===== config.mk =====
export PLATFORM = sky130hd
export DESIGN_NAME = tron_controller_flat
export DESIGN_NICKNAME = d
export VERILOG_FILES = /design/src/rtl/tron_ctrl_pkg.sv /design/src/rtl/tron_controller_if.sv /design/src/rtl/tron_decoder.sv /design/src/rtl/tron_controller.sv /design/src/flat_wrapper.sv
export SDC_FILE = /design/constraint.sdc
export NUM_CORES = 1
export LEC_CHECK = 0
export CAP_MARGIN = 20
export CORE_ASPECT_RATIO = 0.75
export CORE_MARGIN = 2
export CORE_UTILIZATION = 42
export DETAILED_ROUTE_END_ITERATION = 12
export PLACE_DENSITY = 0.78
export SYNTH_ARGS = -nofsm -noshare
export SYNTH_HDL_FRONTEND = slang
export SYNTH_SLANG_ARGS = --single-unit
export TNS_END_PERCENT = 1

===== constraint.sdc =====
create_clock -name clk -period 2.2 [get_ports clk]
set_input_delay 0.44 -clock clk [delete_from_list [all_inputs] [get_ports clk]]
set_output_delay 0.44 -clock clk [all_outputs]
set_load 0.02 [all_outputs]

===== src/rtl/tron_ctrl_pkg.sv =====
// Shared definitions for the Tron control path: FSM states, instruction
// encodings and the ALU/bus function codes also used by the datapath blocks.
package tron_ctrl_pkg;

  typedef enum logic [2:0] {
    S_FETCH,
    S_DECODE,
    S_EXEC,
    S_MEM,
    S_LDWB,
    S_TRAP
  } state_t;

  // Primary opcodes, IR[15:12]. Immediate ALU opcodes reuse the R-type
  // opext value of the matching register operation.
  localparam logic [3:0] OP_RTYPE = 4'h0;
  localparam logic [3:0] OP_ANDI  = 4'h1;
  localparam logic [3:0] OP_ORI   = 4'h2;
  localparam logic [3:0] OP_XORI  = 4'h3;
  localparam logic [3:0] OP_MEM   = 4'h4;
  localparam logic [3:0] OP_ADDI  = 4'h5;
  localparam logic [3:0] OP_SHIFT = 4'h8;
  localparam logic [3:0] OP_SUBI  = 4'h9;
  localparam logic [3:0] OP_CMPI  = 4'hB;
  localparam logic [3:0] OP_BCOND = 4'hC;
  localparam logic [3:0] OP_MOVI  = 4'hD;
  localparam logic [3:0] OP_LUI   = 4'hF;

  // Extended opcodes, IR[7:4]
  localparam logic [3:0] EXT_AND   = 4'h1;
  localparam logic [3:0] EXT_OR    = 4'h2;
  localparam logic [3:0] EXT_XOR   = 4'h3;
  localparam logic [3:0] EXT_ADD   = 4'h5;
  localparam logic [3:0] EXT_SUB   = 4'h9;
  localparam logic [3:0] EXT_CMP   = 4'hB;
  localparam logic [3:0] EXT_MOV   = 4'hD;
  localparam logic [3:0] EXT_LOAD  = 4'h0;
  localparam logic [3:0] EXT_STOR  = 4'h4;
  localparam logic [3:0] EXT_JCOND = 4'hC;

  // ALU function codes
  localparam logic [3:0] ALU_ADD = 4'd0;
  localparam logic [3:0] ALU_SUB = 4'd1;
  localparam logic [3:0] ALU_AND = 4'd2;
  localparam logic [3:0] ALU_OR  = 4'd3;
  localparam logic [3:0] ALU_XOR = 4'd4;
  localparam logic [3:0] ALU_MOV = 4'd5;

  // Bus mux selects
  localparam logic [2:0] BUS_IMM   = 3'd0;
  localparam logic [2:0] BUS_MEM   = 3'd1;
  localparam logic [2:0] BUS_ALU   = 3'd2;
  localparam logic [2:0] BUS_SHIFT = 3'd3;
  localparam logic [2:0] BUS_PC    = 3'd4;

  // Instruction classes: what the FSM has to do with a decoded word
  typedef enum logic [2:0] {
    CLS_ILLEGAL,
    CLS_WRITE,
    CLS_CMP,
    CLS_BRANCH,
    CLS_JUMP,
    CLS_LOAD,
    CLS_STOR
  } cls_t;

  typedef struct packed {
    cls_t       cls;
    logic [3:0] aluOp;
    logic [1:0] shiftOp;
    logic [2:0] busOp;
    logic       immMUX;
  } ctrl_t;

  // Map an ALU function field to {valid, ALU code}; CMP computes a subtract.
  function automatic logic [4:0] aluFromFunc(input logic [3:0] func);
    case (func)
      EXT_AND: return {1'b1, ALU_AND};
      EXT_OR:  return {1'b1, ALU_OR};
      EXT_XOR: return {1'b1, ALU_XOR};
      EXT_ADD: return {1'b1, ALU_ADD};
      EXT_SUB: return {1'b1, ALU_SUB};
      EXT_CMP: return {1'b1, ALU_SUB};
      EXT_MOV: return {1'b1, ALU_MOV};
      default: return {1'b0, ALU_ADD};
    endcase
  endfunction

endpackage


===== src/rtl/tron_controller_if.sv =====
// Controller <-> datapath/memory signal bundle.
interface tron_controller_if #(
  parameter int WIDTH   = 16,
  parameter int REGBITS = 4
);
  logic [15:0]        memData;
  logic               mem_ready;
  logic [7:0]         instructionOp;
  logic [WIDTH-1:0]   immediate;
  logic [REGBITS-1:0] regAddA;
  logic [REGBITS-1:0] regAddB;
  logic [3:0]         ALUOp;
  logic [1:0]         shiftOp;
  logic [2:0]         busOp;
  logic               immMUX;
  logic               regWrite;
  logic               memWrite;
  logic               memAddrSel;
  logic [3:0]         flagOp;
  logic               flagWrite;
  logic               pcAdd;
  logic               pcJump;
  logic               pcBranch;
  logic               illegal;

  modport master (
    input  memData, mem_ready,
    output instructionOp, immediate, regAddA, regAddB, ALUOp, shiftOp, busOp,
           immMUX, regWrite, memWrite, memAddrSel, flagOp, flagWrite,
           pcAdd, pcJump, pcBranch, illegal
  );

  modport slave (
    output memData, mem_ready,
    input  instructionOp, immediate, regAddA, regAddB, ALUOp, shiftOp, busOp,
           immMUX, regWrite, memWrite, memAddrSel, flagOp, flagWrite,
           pcAdd, pcJump, pcBranch, illegal
  );
endinterface


===== src/rtl/tron_decoder.sv =====
// Combinational instruction decode: IR -> datapath control word + immediate.
module tron_decoder
  import tron_ctrl_pkg::*;
#(
  parameter int WIDTH = 16
) (
  input  logic [15:0]      ir,
  output ctrl_t            ctrl,
  output logic [WIDTH-1:0] immediate
);

  logic [3:0] op;
  logic [3:0] ext;
  logic [4:0] aluR;
  logic [4:0] aluI;

  assign op   = ir[15:12];
  assign ext  = ir[7:4];
  assign aluR = aluFromFunc(ext);
  assign aluI = aluFromFunc(op);

  // Decode opcode/opext into class, unit function codes and immediate form
  always_comb begin
    ctrl      = '{cls: CLS_ILLEGAL, aluOp: ALU_ADD, shiftOp: 2'b00,
                  busOp: BUS_IMM, immMUX: 1'b0};
    immediate = '0;
    case (op)
      OP_RTYPE: begin
        if (aluR[4]) begin
          ctrl.cls   = (ext == EXT_CMP) ? CLS_CMP : CLS_WRITE;
          ctrl.aluOp = aluR[3:0];
          ctrl.busOp = BUS_ALU;
        end
      end
      OP_ANDI, OP_ORI, OP_XORI: begin
        // Logical immediates are zero-extended
        ctrl.cls    = CLS_WRITE;
        ctrl.aluOp  = aluI[3:0];
        ctrl.busOp  = BUS_ALU;
        ctrl.immMUX = 1'b1;
        immediate   = WIDTH'(ir[7:0]);
      end
      OP_ADDI, OP_SUBI, OP_CMPI: begin
        ctrl.cls    = (op == OP_CMPI) ? CLS_CMP : CLS_WRITE;
        ctrl.aluOp  = aluI[3:0];
        ctrl.busOp  = BUS_ALU;
        ctrl.immMUX = 1'b1;
        immediate   = WIDTH'($signed(ir[7:0]));
      end
      OP_MOVI: begin
        // The immediate goes straight onto the bus
        ctrl.cls    = CLS_WRITE;
        ctrl.aluOp  = ALU_MOV;
        ctrl.busOp  = BUS_IMM;
        ctrl.immMUX = 1'b1;
        immediate   = WIDTH'($signed(ir[7:0]));
      end
      OP_LUI: begin
        ctrl.cls    = CLS_WRITE;
        ctrl.aluOp  = ALU_MOV;
        ctrl.busOp  = BUS_IMM;
        ctrl.immMUX = 1'b1;
        immediate   = WIDTH'({ir[7:0], 8'h00});
      end
      OP_MEM: begin
        case (ext)
          EXT_LOAD: begin
            ctrl.cls   = CLS_LOAD;
            ctrl.busOp = BUS_MEM;
          end
          EXT_STOR: begin
            ctrl.cls   = CLS_STOR;
            ctrl.busOp = BUS_ALU;
          end
          EXT_JCOND: begin
            ctrl.cls   = CLS_JUMP;
            ctrl.busOp = BUS_PC;
          end
          default: ;
        endcase
      end
      OP_SHIFT: begin
        // opext[1:0] is the shifter function, opext[2] selects an
        // immediate amount taken from IR[3:0]; opext[3] is reserved
        if (!ext[3]) begin
          ctrl.cls     = CLS_WRITE;
          ctrl.shiftOp = ext[1:0];
          ctrl.busOp   = BUS_SHIFT;
          ctrl.immMUX  = ext[2];
          immediate    = ext[2] ? WIDTH'(ir[3:0]) : '0;
        end
      end
      OP_BCOND: begin
        ctrl.cls   = CLS_BRANCH;
        ctrl.busOp = BUS_PC;
        immediate  = WIDTH'($signed(ir[7:0]));
      end
      default: ;
    endcase
  end

endmodule


===== src/rtl/tron_controller.sv =====
// Multi-cycle control FSM for the Tron datapath: fetch, decode, execute,
// memory access and load write-back with variable-latency memory.
module tron_controller
  import tron_ctrl_pkg::*;
#(
  parameter int WIDTH   = 16,
  parameter int REGBITS = 4
) (
  input  logic              clk,
  input  logic              reset,
  tron_controller_if.master bus
);

  state_t           stateReg;
  state_t           stateNext;
  logic [15:0]      irReg;
  logic             illegalReg;
  ctrl_t            ctrl;
  logic [WIDTH-1:0] decImmediate;

  tron_decoder #(.WIDTH(WIDTH)) decoder (
    .ir        (irReg),
    .ctrl      (ctrl),
    .immediate (decImmediate)
  );

  // Fields and function codes come straight from the IR; only strobes are gated
  assign bus.instructionOp = {irReg[15:12], irReg[7:4]};
  assign bus.regAddA       = REGBITS'(irReg[3:0]);
  assign bus.regAddB       = REGBITS'(irReg[11:8]);
  assign bus.flagOp        = irReg[11:8];
  assign bus.immediate     = decImmediate;
  assign bus.ALUOp         = ctrl.aluOp;
  assign bus.shiftOp       = ctrl.shiftOp;
  assign bus.immMUX        = ctrl.immMUX;
  assign bus.illegal       = illegalReg;

  // State register, IR capture on fetch completion, sticky illegal flag
  always_ff @(posedge clk) begin
    if (!reset) begin
      stateReg   <= S_FETCH;
      irReg      <= '0;
      illegalReg <= 1'b0;
    end else begin
      stateReg <= stateNext;
      if (stateReg == S_FETCH && bus.mem_ready) begin
        irReg <= bus.memData;
      end
      if (stateReg == S_DECODE && ctrl.cls == CLS_ILLEGAL) begin
        illegalReg <= 1'b1;
      end
    end
  end

  // Next-state logic and state-gated strobes
  always_comb begin
    stateNext      = stateReg;
    bus.regWrite   = 1'b0;
    bus.memWrite   = 1'b0;
    bus.flagWrite  = 1'b0;
    bus.pcAdd      = 1'b0;
    bus.pcJump     = 1'b0;
    bus.pcBranch   = 1'b0;
    bus.memAddrSel = 1'b0;
    bus.busOp      = BUS_IMM;
    case (stateReg)
      S_FETCH: begin
        if (bus.mem_ready) stateNext = S_DECODE;
      end
      S_DECODE: begin
        bus.busOp = ctrl.busOp;
        stateNext = (ctrl.cls == CLS_ILLEGAL) ? S_TRAP : S_EXEC;
      end
      S_EXEC: begin
        bus.busOp = ctrl.busOp;
        stateNext = S_FETCH;
        case (ctrl.cls)
          CLS_WRITE: begin
            bus.regWrite = 1'b1;
            bus.pcAdd    = 1'b1;
          end
          CLS_CMP: begin
            bus.flagWrite = 1'b1;
            bus.pcAdd     = 1'b1;
          end
          CLS_BRANCH: bus.pcBranch = 1'b1;
          CLS_JUMP:   bus.pcJump   = 1'b1;
          CLS_LOAD, CLS_STOR: stateNext = S_MEM;
          default: stateNext = S_TRAP;
        endcase
      end
      S_MEM: begin
        // Store data is presented for the whole access, so the write strobe
        // stays high until memory accepts it
        bus.memAddrSel = 1'b1;
        bus.busOp      = ctrl.busOp;
        if (ctrl.cls == CLS_STOR) bus.memWrite = 1'b1;
        if (bus.mem_ready) begin
          if (ctrl.cls == CLS_STOR) begin
            bus.pcAdd = 1'b1;
            stateNext = S_FETCH;
          end else begin
            stateNext = S_LDWB;
          end
        end
      end
      S_LDWB: begin
        bus.busOp    = BUS_MEM;
        bus.regWrite = 1'b1;
        bus.pcAdd    = 1'b1;
        stateNext    = S_FETCH;
      end
      S_TRAP: ;
      default: stateNext = S_FETCH;
    endcase
  end

endmodule


===== src/flat_wrapper.sv =====
// flat-port wrapper written by rule: the top's interface ports become plain ports
module tron_controller_flat import tron_ctrl_pkg::*;
#(
  parameter int WIDTH   = 16,
  parameter int REGBITS = 4
)
  (clk, reset, bus_memData, bus_mem_ready, bus_instructionOp, bus_immediate, bus_regAddA, bus_regAddB, bus_ALUOp, bus_shiftOp, bus_busOp, bus_immMUX, bus_regWrite, bus_memWrite, bus_memAddrSel, bus_flagOp, bus_flagWrite, bus_pcAdd, bus_pcJump, bus_pcBranch, bus_illegal);
  tron_controller_if #(.WIDTH(WIDTH), .REGBITS(REGBITS)) bus_i ();
  input  logic clk;
  input  logic reset;
  input wire logic [$bits(bus_i.memData)-1:0] bus_memData;
  input wire logic [$bits(bus_i.mem_ready)-1:0] bus_mem_ready;
  output wire logic [$bits(bus_i.instructionOp)-1:0] bus_instructionOp;
  output wire logic [$bits(bus_i.immediate)-1:0] bus_immediate;
  output wire logic [$bits(bus_i.regAddA)-1:0] bus_regAddA;
  output wire logic [$bits(bus_i.regAddB)-1:0] bus_regAddB;
  output wire logic [$bits(bus_i.ALUOp)-1:0] bus_ALUOp;
  output wire logic [$bits(bus_i.shiftOp)-1:0] bus_shiftOp;
  output wire logic [$bits(bus_i.busOp)-1:0] bus_busOp;
  output wire logic [$bits(bus_i.immMUX)-1:0] bus_immMUX;
  output wire logic [$bits(bus_i.regWrite)-1:0] bus_regWrite;
  output wire logic [$bits(bus_i.memWrite)-1:0] bus_memWrite;
  output wire logic [$bits(bus_i.memAddrSel)-1:0] bus_memAddrSel;
  output wire logic [$bits(bus_i.flagOp)-1:0] bus_flagOp;
  output wire logic [$bits(bus_i.flagWrite)-1:0] bus_flagWrite;
  output wire logic [$bits(bus_i.pcAdd)-1:0] bus_pcAdd;
  output wire logic [$bits(bus_i.pcJump)-1:0] bus_pcJump;
  output wire logic [$bits(bus_i.pcBranch)-1:0] bus_pcBranch;
  output wire logic [$bits(bus_i.illegal)-1:0] bus_illegal;
  assign bus_i.memData = bus_memData;
  assign bus_i.mem_ready = bus_mem_ready;
  assign bus_instructionOp = bus_i.instructionOp;
  assign bus_immediate = bus_i.immediate;
  assign bus_regAddA = bus_i.regAddA;
  assign bus_regAddB = bus_i.regAddB;
  assign bus_ALUOp = bus_i.ALUOp;
  assign bus_shiftOp = bus_i.shiftOp;
  assign bus_busOp = bus_i.busOp;
  assign bus_immMUX = bus_i.immMUX;
  assign bus_regWrite = bus_i.regWrite;
  assign bus_memWrite = bus_i.memWrite;
  assign bus_memAddrSel = bus_i.memAddrSel;
  assign bus_flagOp = bus_i.flagOp;
  assign bus_flagWrite = bus_i.flagWrite;
  assign bus_pcAdd = bus_i.pcAdd;
  assign bus_pcJump = bus_i.pcJump;
  assign bus_pcBranch = bus_i.pcBranch;
  assign bus_illegal = bus_i.illegal;
  tron_controller #(.WIDTH(WIDTH), .REGBITS(REGBITS)) u_core (.clk(clk), .reset(reset), .bus(bus_i));
endmodule

==> metrics.yaml <==
clkPwrFrac_pct: 11.2
grt_usage_pct: 24.6
grt_pass1_vias: 1811
endpoint_kind: "output port"
num_rows: 19
fillers: 286
status: "finished, violations left"
fin_setup_tns_ps: -239
yosys.area.top_type_share_pct: 25.2
cpMostUsedCell: "buf_4"
crit_start: "u_core.irReg[15]$_SDFFE_PN0P_"
die_x_um: 75.1
cp-endpoint: "bus_pcAdd"
clock.fmax_mhz: 438
fin_util_pct: 75.2
reg2reg_to: "u_core.stateReg[0]$_SDFFE_PN0P_"
peakVddDrop_mv: 0.623
grt_max_degree: 21
port_buffers: 71
swShare_pct: 42.4
synth_top_family_by_area: "simple AND/OR/NAND/NOR gates"
dr.pass1.iters: 4
slew_viol_final: 0
setup_violations: 5
drt-initial-drc-count: 101
core_region_area_um2: 3640
die_h_um: 57.3
cts_tree: "done"
start_util_pct: 43.8
rsz0062_at_grt: "true"
maxSlewHeadroom_pct: 58.6
ys_types: 50
synth_area_leader_cell: "dfxtp_1"
synth_edf_count: 0
power_frac_seq_pct: 22.0
ant_nets: 0
synthArstFlopShare_pct: 0
post-route-min-period_ps: 2280
final_hold_viol_count: 0
ys_ff_latch: 20
routed_wl_mm: 5.15
avgSynthCellArea_um2: 7.40
final_cell_mix: "buf_4 (68), nand2_1 (44), clkdlybuf4s50_1 (40)"
dieArea_um2: 4300
post-route-period-util_pct: 104
path_cells: "buf_4 -> a21boi_1 -> o211ai_1 -> buf_4 -> a2111o_1 -> nand3_1 -> nand4_1 -> buf_4"
gp_routability_congestion: 0.883
cp.arrival_ps: 1840
p_switching_w: 0.00105
route.detailed.drc: 0
r2r_cells: 8
syn_nets: 234
overflow: 0
clockBufferDepth: 2
power_leakage_nw: 1.29
synth_fa_ha_area_share_pct: 0
synth_xor_area_share_pct: 1.10
seq_area_frac_synth_pct: 25.2
clock_latency_ps: 250
vias: 1951
num_io_pins: 73
numCtsBuffers: 3
yosys.area_share.simple_pct: 34.2
final_common_cell: "buf_4"
ys.flop_type: "dfxtp_1"
grt_pass1_wl_mm: 8.31
cts.clk_slew.worst_paths_ps: 70
yosysWarnings: 0
cts_root_buffer: "clkbuf_8"
worst-setup-path-type: "reg2out"
ys_top_cells_by_area: "dfxtp_1 (25%), nand2_1 (10%), a21boi_0 (8.5%), a21o_1 (4.7%), nor2b_1 (3.9%)"
drive_gt1_share_pct: 36.7
r2r_slack_ps: 240
combPwrFrac_pct: 66.8
synth.mux.area_fraction_pct: 0
antenna_found_initial: 0
violations: "setup timing"
syn2layout_area_growth_pct: 71.9
critical_path_required_ps: 1760
internal-power_w: 0.00143
worstPathMaxFanout: 6
tightest_slew_ps: 619
start_kind: "flop"
maxCapViolCount: 0
r2r_start: "u_core.irReg[13]$_SDFFE_PN0P_"
critPathMaxStageDelay_ps: 360
power_density_nw_per_um2: 905
fin_worst_skew_ps: 2.45
antennaDiodeCount: 0
synth_compound_area_share_pct: 31.6
finalNetCount: 347
wl_per_cell_um: 13.6
dp_hpwl_mm: 3.99
htreeDepth: 1
clock_sinks: 20
netlist_instances: 215
min_path_type: "reg2reg"
syn_area_um2: 1590
fin_ws_ps: -84.0
slowest_stage: "dfxtp_2"
via_per_inst: 5.15
==> worst max-delay path: cells and delay by family (launching register included) <==
family	cells	cell delay, ps
AO/OA/AOI/OAI	3	530
buffers and inverters	3	500
flip-flops	1	360
AND/OR/NAND/NOR	2	210
==> stage by stage <==
| step | power, W | hold slack [ps] | instance area, um^2 | cells | worst slack [ps] |
|---|---|---|---|---|---|
| after floorplan | 0.00139 | 553 | 1590 | 215 | -71.2 |
| after global placement | 0.00211 | 469 | 2680 | 374 | -263 |
| after detailed placement | 0.00214 | 475 | 2680 | 374 | -332 |
| after CTS | 0.00245 | 485 | 2730 | 379 | -147 |
| after global routing | 0.00264 | 509 | 2740 | 379 | -176 |
| final | 0.00248 | 483 | 2740 | 379 | -84.0 |
==> cells in the mapped netlist, drive strengths merged (3+ instances only) <==
| cell type | count |
|---|---|
| a21oi | 10 |
| nor4 | 3 |
| nand3 | 3 |
| inv | 4 |
| nand2 | 44 |
| clkbuf | 9 |
| dfxtp | 20 |
| o21a | 4 |
| nor2b | 10 |
| nand3b | 3 |
| buf | 11 |
| a21boi | 20 |
| nand2b | 5 |
| a21o | 10 |
| o21ai | 8 |
| and2 | 7 |
| nor2 | 10 |
==> worst min-delay path by stage <==
stage | startpoint | endpoint | slack (ps) | cells past startpoint
3_3_place_gp | u_core.irReg[9]$_SDFFE_PN0P_ | u_core.irReg[9]$_SDFFE_PN0P_ | 470 | 2
6_report | u_core.irReg[9]$_SDFFE_PN0P_ | u_core.irReg[9]$_SDFFE_PN0P_ | 480 | 2
2_1_floorplan | u_core.irReg[8]$_SDFFE_PN0P_ | u_core.irReg[8]$_SDFFE_PN0P_ | 550 | 2
4_1_cts | u_core.irReg[9]$_SDFFE_PN0P_ | u_core.irReg[9]$_SDFFE_PN0P_ | 480 | 2
3_5_place_dp | u_core.irReg[9]$_SDFFE_PN0P_ | u_core.irReg[9]$_SDFFE_PN0P_ | 470 | 2
5_1_grt | u_core.irReg[2]$_SDFFE_PN0P_ | u_core.irReg[2]$_SDFFE_PN0P_ | 510 | 2
==> logic make-up (layout without fill, tap and decap cells) <==
| logic type | Yosys count | count (layout) |
|---|---|---|
| flip-flops | 20 | 20 |
| XOR/XNOR | 2 | 2 |
| AO/OA/AOI/OAI | 68 | 68 |
| AND/OR/NAND/NOR | 100 | 100 |
| other | 1 | 1 |
| buffers and inverters | 24 | 136 |
==> sequential cells by signal, summed over array words and instances (netlist names) <==
register / flops
u_core.bus.illegal: 1
u_core.irReg: 16
u_core.stateReg: 3
==> per-layer routing <==
layer | vias up | GRT usage (%) | share of wire [%]
met1 | 885 | 35.7 | 45
met2 | 88 | 38.1 | 44
met4 | 0 | 6.12 | 0.66
met5 | - | 0 | 0
li1 | 974 | - | -
met3 | 4 | 4.06 | 11
==> final cells by class <==
cell class / count / area [um^2] / share of cell area [%]
Tap cell: 52 / 65.1 / 2.38
Sequential cell: 20 / 415 / 15.2
Clock buffer: 4 / 55.1 / 2.01
Timing Repair Buffer: 128 / 1050 / 38.5
Multi-Input combinational cell: 171 / 1130 / 41.4
Inverter: 4 / 15.0 / 0.549
==> what timing repair did <==
action                     in CTS  in global routing
setup endpoints to repair      31                 29
setup buffers                   1                  0
hold buffers                    0                  0
pin swaps                       3                  1
gates resized for setup       120                 31
==> power by group through the flow <==
stage                     logic, W  registers, W  clock network, W
after floorplan           0.000790      0.000596                 0
after global placement     0.00158      0.000534                 0
after detailed placement   0.00160      0.000537                 0
after CTS                  0.00162      0.000542          0.000283
after global routing       0.00179      0.000555          0.000300
final                      0.00165      0.000544          0.000278
(Power assumes the default switching activity.)
==> patch: new RTL, same settings <==
Encoding of `state_t`: now Gray code (3 bits for 6 states).
--- a/src/rtl/tron_ctrl_pkg.sv
+++ b/src/rtl/tron_ctrl_pkg.sv
@@ -3,12 +3,12 @@
 package tron_ctrl_pkg;
 
   typedef enum logic [2:0] {
-    S_FETCH,
-    S_DECODE,
-    S_EXEC,
-    S_MEM,
-    S_LDWB,
-    S_TRAP
+    S_FETCH  = 3'b000,
+    S_DECODE = 3'b001,
+    S_EXEC   = 3'b011,
+    S_MEM    = 3'b010,
+    S_LDWB   = 3'b110,
+    S_TRAP   = 3'b111
   } state_t;
 
   // Primary opcodes, IR[15:12]. Immediate ALU opcodes reuse the R-type
Function: same outputs for any inputs over 10 cycles, from zero or initial values and one cycle with reset low; not proved beyond that.
==> patch against the original RTL <==
- the flow still finishes with violations (negative setup slack)
- design area grew 2.5%
- sequential cell count is the same
- worst setup slack lost 0.50 ns
- synthesized area is 3.2% lower
- clock skew grew 0.0013 ns
- routed wire length is 12% higher
- total power decreased by 25%
- count of clock-buffer cells in the layout fell by 1
- critical path type unchanged
- critical endpoint unchanged
- largest power group unchanged
==> patch: results <==
metrics = {
    "detailed_routing": {
        "wl_um": 5774,
        "dr.first_iter.drc_count": 173,
        "routed-via-count": 2008,
    },
    "synth": {
        "netlist_top_cells_count": "nand2_1 (51), dfxtp_1 (20), a21boi_0 (16), clkbuf_1 (14), nor2_1 (11)",
        "yosysSeqAreaShare": 0.2600,
        "postSynthNetCount": 235,
        "synthTopCellsByArea": "dfxtp_1 (26%), nand2_1 (12%), a21boi_0 (7.8%)",
        "synth_adder_area_share": 0,
        "synth_xor_area_frac": 0.005686,
        "ys_types": 48,
        "synth-compound-area-share": 0.3038,
    },
    "critical_path": {
        "reg2reg_slack_ns": 0.18,
        "critical-path-slowest-cell": "or4b_4",
        "critical-path-top-delay-family": "simple AND/OR/NAND/NOR gates",
        "cp_slowest_stage_delay_ns": 0.56,
        "ff2ff_path_depth": 7,
        "r2r-end": "u_core.stateReg[2]",
        "critPathLaunch": "u_core.irReg[15]",
        "r2r_start": "u_core.irReg[15]",
        "crit_path_max_fanout": 4,
        "cp.arrival_ns": 2.34,
        "worstSetupEndpoint": "bus_pcAdd",
    },
    "cells_and_area": {
        "clkCellAreaFrac": 0.02545,
        "multi_input_area_um2": 1159,
        "seq_cell_count": 20,
        "multi_input_cells": 172,
        "seqCellArea_um2": 411.6,
        "drive_above_1_share": 0.3689,
        "buffer_area_frac": 0.3857,
        "nets": 348,
        "n_fill_cell": 255,
    },
    "worst_hold_path": {
        "worstHoldStart": "u_core.irReg[10]",
        "hold_depth": 2,
        "min_to": "u_core.irReg[10]",
    },
    "global_routing": {
        "grt_start_max_net_pins": 17,
        "grt_pass1_wl_um": 9149,
        "antenna_found_initial": 0,
        "grtUsageTotal": 0.2785,
        "grt_pass1_vias": 1895,
    },
    "sta": {
        "worst_slack_ns": -0.5838,
        "fin_skew_ns": 0.003724,
        "setup_viol": 9,
        "timing.hold.ws_ns": 0.4868,
    },
    "power": {
        "vdd_drop_max_mv": 0.4198,
        "seqPwrFrac": 0.250,
        "pg_comb_uw": 1010,
        "swShare": 0.3856,
        "leakagePower_uw": 0.001293,
    },
    "clock_tree": {
        "cts_setup_buffers": 4,
        "clkLatencyLatePin_ns": 0.27,
        "cts_resized": 136,
    },
    "placed_design": {
        "dp_hpwl_um": 4059,
        "gp_congestion": 0.9079,
    },
    "status": {
        "status": "complete, but fails checks",
        "violations": "negative setup slack",
    },
}
==> patch: stage by stage <==
stage                     setup slack, ns  setup TNS, ns  instances  power [uW]  area, um^2
final                             -0.5838         -3.552        380        1858        2803
after floorplan                   -0.2717         -1.057        216       941.9        1573
after global routing              -0.6684         -4.638        380        1957        2803
after global placement            -0.6010         -5.555        369        1394        2628
after CTS                         -0.6610         -3.842        377        1811        2729
after detailed placement          -0.6246         -5.582        369        1400        2628
==> patch: layer usage <==
layer / wire length [um] / part of all wire / global-route usage
met1: 2600 / 0.45 / 0.3885
met2: 2691 / 0.47 / 0.4617
met3: 440 / 0.076 / 0.05925
met4: 42 / 0.0073 / 0.01558
met5: 0 / 0 / 0
==> patch: tightest hold or removal path, delay by kind of cell (launching register included) <==
| kind | cells | cell delay [ns] |
|---|---|---|
| DFF | 1 | 0.33 |
| and+or+nand+nor | 1 | 0.05 |
| AOI/OAI and AO/OA | 1 | 0.06 |
